<file path="config.mk">
export PLATFORM = sky130hd
export DESIGN_NAME = dmem_arbiter
export DESIGN_NICKNAME = d
export VERILOG_FILES = /design/src/rtl/dmem_arbiter.sv
export SDC_FILE = /design/constraint.sdc
export NUM_CORES = 1
export LEC_CHECK = 0
export ABC_AREA = 1
export BUFFER_PORTS_ARGS = -buffer_cell sky130_fd_sc_hd__buf_2
export CAP_MARGIN = 20
export CORE_MARGIN = 5
export CORE_UTILIZATION = 25
export CTS_CLUSTER_DIAMETER = 200
export DETAILED_ROUTE_END_ITERATION = 7
export GPL_ROUTABILITY_DRIVEN = 0
export PLACE_DENSITY_LB_ADDON = 0.1
export SLEW_MARGIN = 15
export SYNTH_ARGS = -nofsm -noshare
export SYNTH_HDL_FRONTEND = slang
export SYNTH_SLANG_ARGS = --single-unit
export TNS_END_PERCENT = 5
</file>
<file path="constraint.sdc">
create_clock -name clk -period 4 [get_ports clk]
set_clock_uncertainty 0.2 [all_clocks]
set_input_delay 0.4 -clock clk [delete_from_list [all_inputs] [get_ports clk]]
set_output_delay 0.4 -clock clk [all_outputs]
set_load 0.03 [all_outputs]
</file>
<file path="src/rtl/dmem_arbiter.sv">
// Data-memory arbiter: core load/store has priority, host bursts fill the free slots.
// Optional DMEM_ARB_STARVE_LIMIT_EN forces a host slot after MAX_WAIT blocked BURST cycles.
//
// state | meaning
// IDLE  | waiting for host_req; core owns every slot it asks for
// BURST | host words moved in cycles the core leaves free
// DONE  | one-cycle host_done pulse, then back to IDLE
module dmem_arbiter #(
    parameter int AW       = 8,
    parameter int DW       = 8,
    parameter int MAX_WAIT = 4
) (
    input  logic          clk,
    input  logic          reset,
    input  logic          core_mem_en,
    input  logic          core_we,
    input  logic [AW-1:0] core_addr,
    input  logic [DW-1:0] core_wdata,
    output logic [DW-1:0] core_rdata,
    output logic          core_stall,
    input  logic          host_req,
    input  logic          host_we,
    input  logic [AW-1:0] host_base,
    input  logic [AW-1:0] host_len,
    output logic          host_gnt,
    input  logic [DW-1:0] host_wdata,
    output logic          host_wready,
    output logic [DW-1:0] host_rdata,
    output logic          host_rvalid,
    output logic          host_done,
    output logic [AW-1:0] mem_addr,
    output logic          mem_we,
    output logic [DW-1:0] mem_wdata,
    input  logic [DW-1:0] mem_rdata
);

    typedef enum logic [1:0] {IDLE, BURST, DONE} state_t;

    state_t        state_q, state_d;
    logic [AW-1:0] cnt_q, cnt_d;
    logic [AW-1:0] base_q, base_d;
    logic [AW-1:0] len_q, len_d;
    logic          we_q, we_d;
    logic          host_slot;

`ifdef DMEM_ARB_STARVE_LIMIT_EN
    localparam int WW = $clog2(MAX_WAIT + 1);
    logic [WW-1:0] wait_cnt_q, wait_cnt_d;
    logic          force_host;
`else
    logic unused_cfg;
    assign unused_cfg = (MAX_WAIT > 0);
`endif

    always_comb begin
        state_d     = state_q;
        cnt_d       = cnt_q;
        base_d      = base_q;
        len_d       = len_q;
        we_d        = we_q;
        host_slot   = 1'b0;
        mem_addr    = core_addr;
        mem_we      = core_mem_en & core_we;
        mem_wdata   = core_wdata;
        core_rdata  = mem_rdata;
        core_stall  = 1'b0;
        host_gnt    = (state_q == BURST);
        host_wready = 1'b0;
        host_rvalid = 1'b0;
        host_rdata  = '0;
        host_done   = 1'b0;
`ifdef DMEM_ARB_STARVE_LIMIT_EN
        force_host  = (wait_cnt_q == WW'(MAX_WAIT));
        wait_cnt_d  = '0;
`endif

        case (state_q)
            IDLE: begin
                if (host_req) begin
                    base_d  = host_base;
                    len_d   = host_len;
                    we_d    = host_we;
                    cnt_d   = '0;
                    state_d = (host_len != '0) ? BURST : DONE;
                end
            end
            BURST: begin
`ifdef DMEM_ARB_STARVE_LIMIT_EN
                host_slot  = !core_mem_en || force_host;
                core_stall = core_mem_en && force_host;
                if (!host_slot) begin
                    wait_cnt_d = wait_cnt_q + WW'(1);
                end
`else
                host_slot  = !core_mem_en;
`endif
                if (host_slot) begin
                    mem_addr    = base_q + cnt_q;
                    mem_we      = we_q;
                    mem_wdata   = host_wdata;
                    host_wready = we_q;
                    host_rvalid = !we_q;
                    host_rdata  = we_q ? '0 : mem_rdata;
                    cnt_d       = cnt_q + AW'(1);
                    if (cnt_q == len_q - AW'(1)) begin
                        state_d = DONE;
                    end
                end
            end
            DONE: begin
                host_done = 1'b1;
                state_d   = IDLE;
            end
            default: state_d = IDLE;
        endcase

        // Reset must block the write that would otherwise commit on the reset edge.
        if (reset) begin
            mem_we      = 1'b0;
            core_stall  = 1'b0;
            host_gnt    = 1'b0;
            host_wready = 1'b0;
            host_rvalid = 1'b0;
            host_rdata  = '0;
            host_done   = 1'b0;
        end
    end

    always_ff @(posedge clk) begin
        if (reset) begin
            state_q <= IDLE;
            cnt_q   <= '0;
            base_q  <= '0;
            len_q   <= '0;
            we_q    <= 1'b0;
        end else begin
            state_q <= state_d;
            cnt_q   <= cnt_d;
            base_q  <= base_d;
            len_q   <= len_d;
            we_q    <= we_d;
        end
    end

`ifdef DMEM_ARB_STARVE_LIMIT_EN
    always_ff @(posedge clk) begin
        if (reset) begin
            wait_cnt_q <= '0;
        end else begin
            wait_cnt_q <= wait_cnt_d;
        end
    end
`endif

endmodule
</file>
==> flow_summary.ini <==
[clocking]
cts.clk_slew.worst_paths_ns = 0.10
post_cts_buffers = 0
numCtsBuffers = 3
cts-htree-levels = 1
cts_hold_buffers = 0
clock_path_buffers = 2
insertion_delay_ns = 0.27
cts_root_buf = clkbuf_8
cts_tree = built
cts-resized-gates = 0
clock-sinks = 27

[critical_path]
worstPathArrival_ns = 2.12
crit_slowest_cell = dfxtp_1
cp.required_ns = 3.40
crit_path_max_incr_delay_ns = 0.45
endpoint_kind = output pin
crit_fanout = 6
regToRegSetupSlack_ns = 1.70
path_cells = ha_1 > inv_1 > fa_1 > inv_1 > a31oi_1 > o21ai_0 > a21oi_1 > a21o_1 > buf_2
cp-start-kind = register
crit_type = reg2out
cpMostUsedCell = inv_1

[die]
rows = 32
io_pins = 92
die_area_mm2 = 0.00991
core_mm2 = 0.00777
die_w_um = 99.5
die_h_um = 99.5
initial_utilization = 0.258

[synth]
ys_seq_area_frac = 0.270
ys_seq_elements = 27
yosysWarnings = 0
ys_types = 38
yosysTopAreaCell = dfxtp_1
synth.cell_area_mm2 = 0.00200
synth_nets = 384
postSynth.asyncResetShare = 0
synth_top_area_share = 0.270
syn_inst = 320
synthTopCellsByArea = dfxtp_1 27%, nand2_1 14%, nor2_1 8.6%
postSynthAreaPerCell_um2 = 6.26
dominantRegCellSynth = dfxtp_1
synth-edff-count = 0

[sta]
fin_ws_ns = 1.28
worstMarginPinSlew_ns = 0.938
finalCritPeriodShare = 0.680
fin_tns_setup_ns = 0
maxSlewHeadroom = 0.373
rsz0062_at_grt = false
final-setup-viol-count = 0
timing.fmax_mhz = 368
min_period_ns = 2.72
hold_viol = 0
drv_slew = 0

[cells_and_area]
syn2layout_area_growth_pct = 25.3
utilization = 0.323
final_cell_mix = 90 x buf_2, 74 x nand2_1, 46 x nor2_1, 43 x inv_1, 28 x o21ai_0
nets = 460
antennaDiodeCount = 0
drive_gt1_frac = 0.251
final_common_cell = buf_2

[global_route]
grt_max_degree = 30
antenna_found_initial = 0
met1_usage = 0.154
grt-ovfl-total = 0
use_met3 = 0.0224
grt_pass1_vias = 2057
grt_pass1_wl_mm = 9.69
use_met2 = 0.208
busiest_layer = met2
grt_usage = 0.119

[drt]
drtIter0Drc = 99
dr_total_vias = 2144
firstDrtPassIters = 5
ant_nets = 0
drc = 0
drt-vias-per-instance = 4.31
wl_mm = 5.87
routedWlPerCell_um = 11.8

[hold_path]
hp-class = in2reg

[status]
status = completed

[power]
p_leak_nw = 1.36
cellPowerDensity_mw_per_mm2 = 308
vdd_drop_max_mv = 0.122

[placement]
post-dp-hpwl_mm = 4.70
pre_cts_ws_ns = 1.59
port_buffers = 90

[run]
cap_violations = 0
## synth_stat cells (2+ instances only)
cell,count
a211oi_1,2
a21oi_1,21
buf_2,4
buf_4,9
clkbuf_1,4
dfxtp_1,27
ha_1,9
inv_1,43
nand2_1,74
nand3_1,15
nand3b_1,2
nand4_1,3
nor2_1,46
nor3_1,5
nor4_1,2
o21ai_0,28
xnor2_1,4
xor2_1,2
## path summary, 6_finish.rpt
kind / start / to / depth (start not counted)
worst max register to register: state_q[1]$_SDFFE_PP0P_ / cnt_q[3]$_SDFFE_PP0P_ / 7
worst max-delay path: cnt_q[0]$_SDFFE_PP0P_ / mem_addr[4] / 9
worst min register to register: we_q$_SDFFE_PP0P_ / we_q$_SDFFE_PP0P_ / 2
worst min-delay path: host_base[5] / base_q[5]$_SDFFE_PP0P_ / 3
## state kept, by name (all words and copies together) (netlist names)
register,flops
state_q,2
base_q,8
we_q,1
cnt_q,8
len_q,8
## metal layers
metal / vias up / part of all wire
met4: 0 / 0.0046
met3: 2 / 0.072
met2: 65 / 0.45
li1: 1166 / -
met5: - / 0
met1: 911 / 0.47
## where the power goes
part           internal, mW  switching, mW  total (mW)
Clock                0.0698         0.0888       0.159
Combinational         0.104          0.195       0.299
Sequential            0.294         0.0209       0.315
Total                 0.468          0.305       0.773
## critical path: cells and delay by family, from the launching register on
| family | cells | cell delay, ns |
|---|---|---|
| fa+ha+maj | 2 | 0.60 |
| flops | 1 | 0.45 |
| buf+inv | 3 | 0.31 |
| compound gates | 4 | 0.48 |
## per-stage QoR
stage                     std cells  instance area, µm²  total power, mW  hold WS (ns)
after floorplan                 320                2000            0.543         0.248
after global placement          493                2460            0.625         0.272
after detailed placement        493                2460            0.626         0.271
after CTS                       497                2510            0.792         0.162
after global routing            497                2510            0.843         0.188
final                           497                2510            0.773         0.167
## cell families after synthesis
logic type / Yosys count / share of synthesized area
AND/OR/NAND/NOR: 152 / 0.319
buffers and inverters: 63 / 0.142
AO/OA/AOI/OAI: 60 / 0.164
flip-flops: 27 / 0.270
adder cells (fa/ha/maj): 10 / 0.0662
XOR/XNOR: 7 / 0.0375
other: 1 / 0.00187
## final cells by class
class,instances,area [µm²]
clock buffers,3,41.3
clock inverters,1,5.00
fillers,898,5260
inverters,44,166
multi-input cells,230,1180
flip-flops and latches,27,541
well taps,102,128
repair buffers,90,450
Note: power is estimated with default switching activity, not from simulation.
